$ cat src/rtl/prefetch_writer_pkg.sv
// ============================================================================
// Module      : prefetch_writer_pkg
// Description : Shared constants, FSM state type and address helper for the
//               instruction prefetch writer.
// Revision    : 1.0 - initial release
// ============================================================================
`default_nettype none

package prefetch_writer_pkg;

   // Reset vector: execution starts at FFFF:0000
   localparam logic [15:0] RESET_CS = 16'hFFFF;
   localparam logic [15:0] RESET_IP = 16'h0000;

   typedef enum logic [1:0] {
      ST_IDLE  = 2'd0,
      ST_REQ   = 2'd1,
      ST_DRAIN = 2'd2
   } pf_state_e;

   // Word address physical[19:1] of seg:off. Because {seg,4'h0} is always
   // even, bit 0 of the offset never carries into the upper bits, so the
   // word address is seg*8 + off[15:1] taken modulo 2^19.
   function automatic logic [18:0] word_addr(input logic [15:0] seg,
                                             input logic [14:0] off_hi);
      return {seg, 3'b000} + {4'h0, off_hi};
   endfunction

   localparam logic [18:0] RESET_WORD_ADDR = word_addr(RESET_CS, RESET_IP[15:1]);

endpackage

`default_nettype wire

$ cat src/rtl/prefetch_byte_buffer.sv
// ============================================================================
// Module      : prefetch_byte_buffer
// Description : Holds one fetched 16-bit word and streams its bytes (low then
//               high, or high only for an odd start) into the prefetch FIFO.
// Revision    : 1.0 - initial release
// ============================================================================
`default_nettype none

module prefetch_byte_buffer
   import prefetch_writer_pkg::*;
(
   input  logic        clk,
   input  logic        reset,
   input  logic        load_i,       // accept a new word this cycle
   input  logic        odd_i,        // word was fetched for an odd byte address
   input  logic [15:0] word_i,
   input  logic        flush_i,      // redirect: drop remaining bytes, block write
   input  logic        fifo_full_i,
   output logic        wr_en_o,
   output logic [7:0]  wr_data_o,
   output logic        last_o        // final pending byte is written this cycle
);

   logic [15:0] word_q, word_d;
   logic [1:0]  count_q, count_d;
   logic        sel_hi_q, sel_hi_d;

   // A byte leaves only when one is pending, the FIFO has room and no redirect
   always_comb begin
      wr_en_o   = (count_q != 2'd0) && !fifo_full_i && !flush_i;
      wr_data_o = 8'h00;
      if (wr_en_o) begin
         wr_data_o = sel_hi_q ? word_q[15:8] : word_q[7:0];
      end
      last_o = wr_en_o && (count_q == 2'd1);
   end

   // Next-state for word/count/select: flush beats load beats write
   always_comb begin
      word_d   = word_q;
      count_d  = count_q;
      sel_hi_d = sel_hi_q;
      if (flush_i) begin
         count_d = 2'd0;
      end else if (load_i) begin
         word_d   = word_i;
         count_d  = odd_i ? 2'd1 : 2'd2;
         sel_hi_d = odd_i;
      end else if (wr_en_o) begin
         count_d  = count_q - 2'd1;
         sel_hi_d = 1'b1;
      end
   end

   // Buffer state registers
   always_ff @(posedge clk) begin
      if (reset) begin
         word_q   <= 16'h0000;
         count_q  <= 2'd0;
         sel_hi_q <= 1'b0;
      end else begin
         word_q   <= word_d;
         count_q  <= count_d;
         sel_hi_q <= sel_hi_d;
      end
   end

endmodule

`default_nettype wire

$ cat src/rtl/prefetch_writer.sv
// ============================================================================
// Module      : prefetch_writer
// Description : Instruction prefetch producer. Fetches words at CS:IP over the
//               memory bus and writes them byte-wise into the prefetch FIFO,
//               handling odd starts, FIFO back-pressure and redirects.
// Revision    : 1.0 - initial release
// ============================================================================
`default_nettype none

module prefetch_writer
   import prefetch_writer_pkg::*;
(
   input  logic        clk,
   input  logic        reset,
   input  logic        load_new_ip_i,
   input  logic [15:0] new_cs_i,
   input  logic [15:0] new_ip_i,
   output logic        mem_access_o,
   input  logic        mem_ack_i,
   output logic [18:0] mem_address_o,
   input  logic [15:0] mem_data_i,
   output logic        fifo_wr_en_o,
   output logic [7:0]  fifo_wr_data_o,
   input  logic        fifo_full_i,
   output logic        fifo_reset_o
);

   pf_state_e   state_q, state_d;
   logic [15:0] cs_q, cs_d;
   logic [15:0] ip_q, ip_d;
   logic [18:0] req_addr_q, req_addr_d;
   logic        discard_q, discard_d;

   logic        ack_valid;
   logic        buf_load;
   logic        buf_last;

   // An ack only counts while a request is outstanding; a word is kept only
   // if it was not invalidated by an earlier or coincident redirect.
   assign ack_valid = (state_q == ST_REQ) && mem_ack_i;
   assign buf_load  = ack_valid && !discard_q && !load_new_ip_i;

   prefetch_byte_buffer u_byte_buffer (
      .clk         (clk),
      .reset       (reset),
      .load_i      (buf_load),
      .odd_i       (ip_q[0]),
      .word_i      (mem_data_i),
      .flush_i     (load_new_ip_i),
      .fifo_full_i (fifo_full_i),
      .wr_en_o     (fifo_wr_en_o),
      .wr_data_o   (fifo_wr_data_o),
      .last_o      (buf_last)
   );

   // FSM state register
   always_ff @(posedge clk) begin
      if (reset) begin
         state_q <= ST_IDLE;
      end else begin
         state_q <= state_d;
      end
   end

   // FSM next state: the last byte write or a redirect goes straight back to
   // REQ so the next fetch starts on the following cycle.
   always_comb begin
      state_d = state_q;
      unique case (state_q)
         ST_IDLE: state_d = ST_REQ;
         ST_REQ: begin
            if (mem_ack_i) begin
               state_d = (discard_q || load_new_ip_i) ? ST_IDLE : ST_DRAIN;
            end
         end
         ST_DRAIN: begin
            if (load_new_ip_i || buf_last) begin
               state_d = ST_REQ;
            end
         end
         default: state_d = ST_IDLE;
      endcase
   end

   // FSM outputs: bus request is the REQ state; FIFO flush follows the strobe
   always_comb begin
      mem_access_o  = (state_q == ST_REQ);
      mem_address_o = req_addr_q;
      fifo_reset_o  = load_new_ip_i;
   end

   // Pointer, discard flag and latched request address next-state
   always_comb begin
      cs_d       = cs_q;
      ip_d       = ip_q;
      discard_d  = discard_q;
      req_addr_d = req_addr_q;
      if (load_new_ip_i) begin
         cs_d = new_cs_i;
         ip_d = new_ip_i;
         // A request still in flight must complete; its data is dropped
         if (state_q == ST_REQ) begin
            discard_d = !mem_ack_i;
         end
      end else if (buf_load) begin
         ip_d = ip_q + (ip_q[0] ? 16'd1 : 16'd2);
      end else if (ack_valid) begin
         discard_d = 1'b0;
      end
      // Address is captured once on REQ entry and held until the ack
      if ((state_d == ST_REQ) && (state_q != ST_REQ)) begin
         req_addr_d = word_addr(cs_d, ip_d[15:1]);
      end
   end

   // Pointer and request registers
   always_ff @(posedge clk) begin
      if (reset) begin
         cs_q       <= RESET_CS;
         ip_q       <= RESET_IP;
         req_addr_q <= RESET_WORD_ADDR;
         discard_q  <= 1'b0;
      end else begin
         cs_q       <= cs_d;
         ip_q       <= ip_d;
         req_addr_q <= req_addr_d;
         discard_q  <= discard_d;
      end
   end

endmodule

`default_nettype wire

$ cat config.mk
export PLATFORM = sky130hd
export DESIGN_NAME = prefetch_writer
export DESIGN_NICKNAME = d
export VERILOG_FILES = /design/src/rtl/prefetch_writer_pkg.sv /design/src/rtl/prefetch_byte_buffer.sv /design/src/rtl/prefetch_writer.sv
export SDC_FILE = /design/constraint.sdc
export NUM_CORES = 1
export LEC_CHECK = 0
export BUFFER_PORTS_ARGS = -buffer_cell sky130_fd_sc_hd__buf_2
export CAP_MARGIN = 20
export CORE_AREA = 2 2 116 118
export DETAILED_ROUTE_END_ITERATION = 7
export DIE_AREA = 0 0 118 120
export PLACE_DENSITY_LB_ADDON = 0.15
export SETUP_SLACK_MARGIN = 0.1
export SLEW_MARGIN = 20
export SYNTH_ARGS = -nofsm -noshare
export SYNTH_HDL_FRONTEND = slang
export SYNTH_HIERARCHICAL = 1
export SYNTH_SLANG_ARGS = --single-unit
$ cat constraint.sdc
create_clock -name clk -period 9.75 [get_ports clk]
set_input_delay 1.95 -clock clk [delete_from_list [all_inputs] [get_ports clk]]
set_output_delay 1.95 -clock clk [all_outputs]
set_load 0.01 [all_outputs]
==> impl_metrics.json, run 1 <==
{
  "die_w_um": 118,
  "cts_buffer_depth": 2,
  "wl_per_cell_um": 13.4,
  "powerDensity_mw_per_mm2": 175,
  "holdBufCountCts": 0,
  "yosys.area.top_type_share_pct": 38.6,
  "grt_overflow": 0,
  "synth_top_family_by_area": "simple AND/OR/NAND/NOR gates",
  "required_ps": 7800,
  "max_cap_violations": 0,
  "slew_headroom_pct": 42.5,
  "finalMaxSlewViolations": 0,
  "antennaDiodeCount": 0,
  "viasPerCell": 4.56,
  "synth_xor_area_share_pct": 6.25,
  "synth_edf_count": 0,
  "cp_max_fo": 55,
  "yosys.area_share.simple_pct": 21.4,
  "clock-root-buffer": "clkbuf_16",
  "ys_async_sr_fraction_pct": 0,
  "yosys_most_used_dff": "dfxtp_1",
  "startpoint_type": "input port",
  "yosys.area_share.adder_pct": 5.82,
  "p_leak_nw": 1.86,
  "fin_cells": 696,
  "dp_hpwl_mm": 6.77,
  "grt_pass1_vias": 3182,
  "max-vdd-ir-drop_mv": 0.0823,
  "dr.pass1.iters": 4,
  "numCtsBuffers": 9,
  "cts_setup_buffers": 0,
  "crit_path_end_kind": "primary output",
  "synth-warning-count": 6,
  "grt_pass1_wl_mm": 15.3,
  "path_clk_slew_ps": 60,
  "area_delta_synth_final_pct": 21.7,
  "synth_area_leaders": "dfxtp_1, nand2_1, a21oi_1, ha_1, nor2_1",
  "synth.area.mux_share_pct": 6.45,
  "ys_seq_elements": 73,
  "synth.largest_area_cell": "dfxtp_1",
  "dr.first_iter.drc_count": 147,
  "ctsResizeCount": 0,
  "setup_tns_ps": 0,
  "fin_area_mm2": 0.00461,
  "fp.dieH_um": 120,
  "fin_nets": 585,
  "tritoncts": "done",
  "portBuffers": 82,
  "fin_crit_sh_pct": 53.5,
  "grt_max_degree": 56,
  "synth_area_mm2": 0.00378,
  "synth_compound_area_share_pct": 17.1,
  "grt_usage_pct": 13.7,
  "hold_path_class": "register to register",
  "hold_violations": 0,
  "ys_seq_area_share_pct": 38.6,
  "num_vias": 3175,
  "dp.cells": 679,
  "rows": 42,
  "worst_pin_slew_ps": 863,
  "clk_latency_ps": 330,
  "synthesis.nets": 514,
  "initial_core_util_pct": 29.1,
  "finalSetupViolCount": 0,
  "placed_area_mm2": 0.00430,
  "period_needed_ps": 5220,
  "ant_nets": 0,
  "cts.sinks": 73,
  "fmax_mhz": 192,
  "gp_congestion": 0.741,
  "synth_cells": 444,
  "drc": 0,
  "rsz0062_at_grt": "no",
  "worstSetupPathType": "input port to primary output",
  "cp.arrival_ps": 3270,
  "syn_area_per_cell_um2": 8.52,
  "drive_gt1_share_pct": 22.9,
  "antenna_found_initial": 0,
  "coreArea_mm2": 0.0130,
  "synth.distinct_cells": 58,
  "die_area_mm2": 0.0142,
  "fin_skew_ps": 5.03,
  "status": "complete, no violations",
  "io_pins": 83,
  "htreeDepth": 3,
  "drt_wl_total_mm": 9.34
}
## registers in the layout (all words and copies together) (netlist names)
| register | flops |
|---|---|
| cs_q | 16 |
| discard_q | 1 |
| ip_q | 16 |
| mem_address_o | 19 |
| state_q | 2 |
| u_byte_buffer/count_q | 2 |
| u_byte_buffer/sel_hi_q | 1 |
| u_byte_buffer/word_q | 16 |
## synth_stat cells, types with 4 or more instances
library cell   n
dfxtp_1       73
nand2_1       64
nor2_1        42
a21oi_1       41
ha_1          16
nand2b_1      15
clkbuf_1      14
o21ai_1       14
xor2_1        14
xnor2_1       13
mux2i_1       12
mux2_2        11
a211oi_1       9
and2_1         9
inv_1          9
o211ai_1       8
nand3_1        7
nor3_1         7
o21ai_0        6
a21o_1         4
buf_2          4
o21a_1         4
## routing by layer
layer | global-route usage (%) | up-vias | part of all wire [%]
li1 | - | 1665 | -
met1 | 17.1 | 1440 | 49
met2 | 22.8 | 63 | 46
met3 | 3.80 | 7 | 3.9
met4 | 4.29 | 0 | 1.2
met5 | 0 | - | 0
## worst max-delay path, cell delays in order
cell    delay (ps)
buf_2          100
buf_4          290
or3_1          620
nor2_1         160
buf_2          140
## cells in the final DEF (no fill, tap or decap), types with 3 or more instances in the layout
master	synthesis	final
nand3_1	7	7
clkbuf_16	0	9
o211ai_1	8	8
a211oi_1	9	9
and2_1	9	9
xnor2_1	13	13
nor3_1	7	7
xor2_1	14	14
o21a_1	4	4
ha_1	16	16
mux2i_1	12	12
nor2_1	42	42
dfxtp_1	73	73
a21oi_1	41	41
a21o_1	4	3
o21ai_1	14	14
and3_1	3	3
o21ai_0	6	6
mux2_2	11	11
and2b_1	3	3
inv_1	9	9
nand2b_1	15	15
nand2_1	64	64
buf_2	4	82
## worst paths after layout
kind / slack, ps / from / depth (start not counted) / end
setup / recovery: 4530 / load_new_ip_i / 5 / fifo_wr_data_o[1]
hold / removal: 460 / u_byte_buffer/word_q[7] / 2 / u_byte_buffer/word_q[7]
setup reg to reg: 6170 / ip_q[0] / 15 / mem_address_o[18]
hold reg to reg: 460 / u_byte_buffer/word_q[7] / 2 / u_byte_buffer/word_q[7]
## metrics by stage
stage | hold slack, ps | setup WS [ps] | power, mW | utilization (%)
final | 456 | 4530 | 0.807 | 35.5
after global routing | 478 | 4380 | 0.855 | 35.5
after CTS | 457 | 4480 | 0.824 | 35.4
after detailed placement | 449 | 4480 | 0.495 | 33.1
after global placement | 442 | 4520 | 0.493 | 33.1
after floorplan | 436 | 5160 | 0.446 | -
## layout make-up
| type | instances | area, µm² |
|---|---|---|
| clock buffer | 11 | 233 |
| sequential | 73 | 1460 |
| inverter | 11 | 41.3 |
| fill | 1411 | 8370 |
| timing repair buffer | 84 | 433 |
| multi-input combinational | 336 | 2160 |
| tap | 176 | 220 |
| clock inverter | 5 | 56.3 |
## logic make-up (layout without fill, tap and decap cells)
logic type	Yosys count	count (layout)
compound gates	103	103
xor+xnor	27	27
fa+ha+maj	17	17
buf+inv	35	111
flops	73	73
mux	23	23
simple gates	166	166
## where the power goes
part	switching, mW	internal [mW]
logic	0.0857	0.0671
clock network	0.124	0.198
registers	0.0132	0.320
(Power assumes the default switching activity.)
==> run 2: changes to the inputs <==
clock period = 4.8 ns   (was 9.75 ns; I/O delays follow)
==> impl_metrics.json, run 2 (synthesis gave the netlist of run 1 again) <==
{
  "status": "complete, no violations",
  "p_switching_mw": 0.450,
  "p_comb_share_pct": 19.2,
  "drt_wl_total_mm": 9.61,
  "place_ws_ps": 881,
  "clock-root-buffer": "clkbuf_16",
  "worst_path_max_delay_cell": "a211oi_1",
  "setup_tns_ps": 0,
  "grt_usage_pct": 14.1,
  "fin_cells": 697,
  "powerDensity_mw_per_mm2": 357,
  "finalSetupViolCount": 0,
  "drc": 0,
  "num_vias": 3194,
  "dp.cells": 683,
  "cts_setup_buffers": 0,
  "viasPerCell": 4.58,
  "n_fill_cell": 1386,
  "largest_register_ffs": 19,
  "path_clk_slew_ps": 50,
  "die_area_mm2": 0.0142,
  "final_cell_mix": "buf_2, dfxtp_1, nand2_1",
  "slew_headroom_pct": 41.5,
  "dr.first_iter.drc_count": 156,
  "fin_area_mm2": 0.00462,
  "pwr-share-clk_pct": 39.7,
  "cp_max_fo": 6,
  "p_int_mw": 1.20,
  "fin_nets": 588,
  "worstSetupPathType": "input port to register",
  "dp_hpwl_mm": 7.15,
  "grt_max_degree": 44,
  "wl_per_cell_um": 13.8,
  "seq_area_mm2": 0.00146,
  "antenna_found_initial": 0,
  "io_pins": 83,
  "tritoncts": "done",
  "rows": 42,
  "final_common_cell": "buf_2",
  "fin_total_pwr_mw": 1.65,
  "numCtsBuffers": 9,
  "placed_area_mm2": 0.00433,
  "seqPwrFrac_pct": 41.1,
  "cts.sinks": 73,
  "initial_core_util_pct": 29.1,
  "drive_gt1_share_pct": 23.0,
  "gp_congestion": 0.811,
  "antennaDiodeCount": 0,
  "fin_skew_ps": 6.84,
  "p_sw_share_pct": 27.3,
  "area_delta_synth_final_pct": 22.0,
  "hold_path_class": "register to register",
  "setup_ws_ps": 1250,
  "dr.pass1.iters": 5,
  "required_ps": 4980,
  "p_leak_nw": 1.88,
  "fmax_mhz": 282,
  "ctsResizeCount": 0,
  "holdBufCountCts": 0,
  "cp.arrival_ps": 3730,
  "fin_crit_sh_pct": 73.9,
  "rsz0062_at_grt": "no",
  "path_cells": "buf_2 -> nand4bb_4 -> nor3_4 -> xnor2_1 -> nor2_1 -> a21oi_1 -> inv_1 -> ha_1 -> a211oi_1 -> o211ai_1 -> a211oi_1 -> nor2_1 -> xor2_1 -> o211ai_1",
  "grt_pass1_vias": 3165,
  "worst_pin_slew_ps": 877,
  "die_w_um": 118,
  "multiInputGateArea_mm2": 0.00216,
  "portBuffers": 82,
  "grt_pass1_wl_mm": 15.7,
  "ant_nets": 0,
  "hold_violations": 0,
  "grt_overflow": 0,
  "startpoint_type": "input port",
  "max-vdd-ir-drop_mv": 0.173,
  "max_cap_violations": 0,
  "period_needed_ps": 3550,
  "finalMaxSlewViolations": 0,
  "htreeDepth": 3,
  "fp.dieH_um": 120,
  "coreArea_mm2": 0.0130,
  "crit_path_end_kind": "register",
  "critPathMaxStageDelay_ps": 380,
  "clk_latency_ps": 330,
  "cts_buffer_depth": 2
}
[run 2: path summary, 6_finish.rpt]
check / endpoint / slack [ps] / depth (start not counted) / startpoint
worst max-delay path: mem_address_o[16] / 1250 / 14 / mem_ack_i
worst min-delay path: u_byte_buffer/word_q[15] / 450 / 2 / u_byte_buffer/word_q[15]
worst max register to register: mem_address_o[16] / 1270 / 15 / ip_q[0]
worst min register to register: u_byte_buffer/word_q[15] / 450 / 2 / u_byte_buffer/word_q[15]
[run 2: power by group through the flow]
| stage | clock [mW] | sequential, mW | combinational (mW) |
|---|---|---|---|
| 2_1_floorplan | 0 | 0.693 | 0.213 |
| 3_3_place_gp | 0 | 0.690 | 0.318 |
| 3_5_place_dp | 0 | 0.690 | 0.320 |
| 4_1_cts | 0.681 | 0.677 | 0.322 |
| 5_1_grt | 0.703 | 0.682 | 0.355 |
| 6_report | 0.655 | 0.677 | 0.316 |
[run 2: critical path, delay by kind of cell]
kind	cells	cell delay (ps)
and+or+nand+nor	4	670
AOI/OAI and AO/OA	5	1290
adders and majority gates	1	290
xor gates and xnor gates	2	310
buffers and inverters	2	210
[run 2: metrics by stage]
stage	utilization (%)	hold slack [ps]
after floorplan	-	436
after global placement	33.4	442
after detailed placement	33.4	448
after CTS	35.6	456
after global routing	35.6	476
final	35.6	453
[run 2: layout make-up]
| cell class | instances | area share [%] |
|---|---|---|
| flip-flops and latches | 73 | 31.7 |
| well taps | 176 | 4.77 |
| multi-input cells | 336 | 46.8 |
| inverters | 11 | 0.895 |
| clock inverters | 3 | 0.922 |
| repair buffers | 87 | 9.70 |
| clock buffers | 11 | 5.26 |
[run 2: per-layer routing]
metal  vias up  global-route usage [%]  part of all wire [%]  routed length [µm]
li1       1674                       -                     -                   -
met1      1435                    18.0                    48                4620
met2        74                    23.0                    46                4420
met3        11                    3.71                   4.6                 445
met4         0                    4.74                   1.3                 128
met5         -                       0                     0                   0
==> run 3: changes to the inputs <==
clock period = 3.2 ns   (was 4.8 ns; I/O delays follow)
==> impl_metrics.json, run 3 (synthesis gave the netlist of run 1 again) <==
{
  "rows": 42,
  "crit_family": "simple AND/OR/NAND/NOR gates",
  "fp.dieH_um": 120,
  "final_util_pct": 40.0,
  "rsz0062_at_grt": "yes",
  "grt_overflow": 0,
  "drc": 0,
  "max-vdd-ir-drop_mv": 0.221,
  "p_leak_nw": 2.13,
  "die_w_um": 118,
  "crit_path_end_kind": "register",
  "holdBufCountCts": 0,
  "fin_total_pwr_mw": 2.72,
  "fin_crit_sh_pct": 95.1,
  "cp.arrival_ps": 3290,
  "worst_path_max_delay_cell": "or3b_4",
  "min_from": "u_byte_buffer/word_q[2]",
  "fin_nets": 632,
  "area_delta_synth_final_pct": 37.1,
  "reg2reg_depth": 16,
  "worstSetupPathType": "register to register",
  "dr.first_iter.drc_count": 225,
  "r2r_slack_ps": 160,
  "numCtsBuffers": 9,
  "finalMaxSlewViolations": 0,
  "dp_hpwl_mm": 7.41,
  "grt_pass1_wl_mm": 16.6,
  "hold_end": "u_byte_buffer/word_q[2]",
  "final_cell_mix": "buf_2, dfxtp_1, nand2_1",
  "hold_violations": 0,
  "ant_nets": 0,
  "num_vias": 3422,
  "startpoint_type": "register",
  "crit_buf_inv": 2,
  "crit-reg2reg-capture": "mem_address_o[13]",
  "cp_max_fo": 4,
  "tritoncts": "done",
  "clock-root-buffer": "clkbuf_16",
  "wl_per_cell_um": 13.9,
  "grt_pass1_vias": 3305,
  "max_cap_violations": 0,
  "n_fill_cell": 1368,
  "worst_pin_slew_ps": 650,
  "antennaDiodeCount": 0,
  "critPathMaxStageDelay_ps": 410,
  "antenna_found_initial": 0,
  "status": "complete, no violations",
  "cts_buffer_depth": 2,
  "hold_path_class": "register to register",
  "reg2reg_from": "ip_q[0]",
  "path_cells": "inv_2 -> ha_4 -> a21oi_4 -> nor3_4 -> buf_6 -> and3_4 -> xor2_1 -> nor2_1 -> nor2_2 -> ha_4 -> a21o_1 -> a21oi_2 -> a21oi_2 -> or3b_4 -> o21a_1 -> o311ai_1",
  "drive_gt1_share_pct": 35.4,
  "initial_core_util_pct": 29.1,
  "multiInputGateArea_mm2": 0.00233,
  "grt_usage_pct": 15.1,
  "io_pins": 83,
  "path_clk_slew_ps": 60,
  "required_ps": 3450,
  "grt_max_degree": 43,
  "seq_area_mm2": 0.00147,
  "coreArea_mm2": 0.0130,
  "final_common_cell": "buf_2",
  "gp_congestion": 0.793,
  "clk_latency_ps": 340,
  "place_ws_ps": -267,
  "drt_wl_total_mm": 10.3,
  "htreeDepth": 3,
  "portBuffers": 82,
  "viasPerCell": 4.61,
  "period_needed_ps": 3040,
  "powerDensity_mw_per_mm2": 525,
  "slew_headroom_pct": 56.6,
  "dr.pass1.iters": 4,
  "hold_depth": 2,
  "fin_skew_ps": 7.00,
  "cts.sinks": 73,
  "largest_register_ffs": 19,
  "setup_ws_ps": 156,
  "die_area_mm2": 0.0142,
  "fmax_mhz": 329,
  "finalSetupViolCount": 0
}
==> run 3: cell types whose count changed in the layout (fill, tap and decap cells not counted), sizes merged <==
| cell | previous run | this run |
|---|---|---|
| clkbuf | 11 | 10 |
| clkinvlp | 1 | 3 |
| bufinv | 1 | 2 |
| buf | 87 | 131 |
==> run 3: cell type report <==
class | instances | share of cell area, %
repair buffers | 131 | 15.5
flip-flops and latches | 73 | 28.3
clock buffers | 10 | 4.61
well taps | 176 | 4.25
clock inverters | 6 | 1.76
multi-input cells | 336 | 44.8
inverters | 11 | 0.820
==> run 3: tightest hold or removal path, delay by kind of cell, from the launching register on <==
kind / cells / cell delay [ps]
AO/OA/AOI/OAI: 1 / 50
flip-flops: 1 / 310
AND/OR/NAND/NOR: 1 / 50
==> run 3: worst max-delay path by stage <==
stage / from / to / cells after the start
final: ip_q[0] / mem_address_o[13] / 16
after global routing: ip_q[0] / mem_address_o[13] / 16
after CTS: ip_q[0] / mem_address_o[13] / 16
after detailed placement: mem_ack_i / mem_address_o[18] / 14
after global placement: mem_ack_i / mem_address_o[18] / 14
after floorplan: load_new_ip_i / mem_address_o[13] / 12
==> run 3: timing repair <==
| item | 4_1_cts | 5_1_grt |
|---|---|---|
| pin swaps | 22 | 17 |
| gates resized for setup | 21 | 26 |
| buffers inserted | 9 | 2 |
| setup endpoints to repair | 8 | 9 |
==> run 3: metrics by stage <==
| stage | cell area (µm²) | hold slack, ps | TNS, ps | instances |
|---|---|---|---|---|
| after floorplan | 3790 | 436 | 0 | 444 |
| after detailed placement | 4600 | 448 | -1160 | 717 |
| after CTS | 5080 | 456 | 0 | 742 |
| final | 5190 | 455 | 0 | 743 |
| after global placement | 4600 | 442 | -804 | 717 |
| after global routing | 5190 | 476 | -35.8 | 743 |
==> run 3: power by group <==
group | total [mW] | internal, mW | switching (mW)
clock network | 1.11 | 0.705 | 0.404
logic | 0.601 | 0.293 | 0.308
registers | 1.01 | 0.974 | 0.0406
total | 2.72 | 1.97 | 0.753
==> run 3: layer usage <==
metal  track usage, %  vias up  routed length [µm]
li1                 -     1766                   -
met1             19.4     1561                4790
met2             24.1       82                4920
met3             4.28       13                 511
met4             5.42        0                 120
met5                0        -                   0
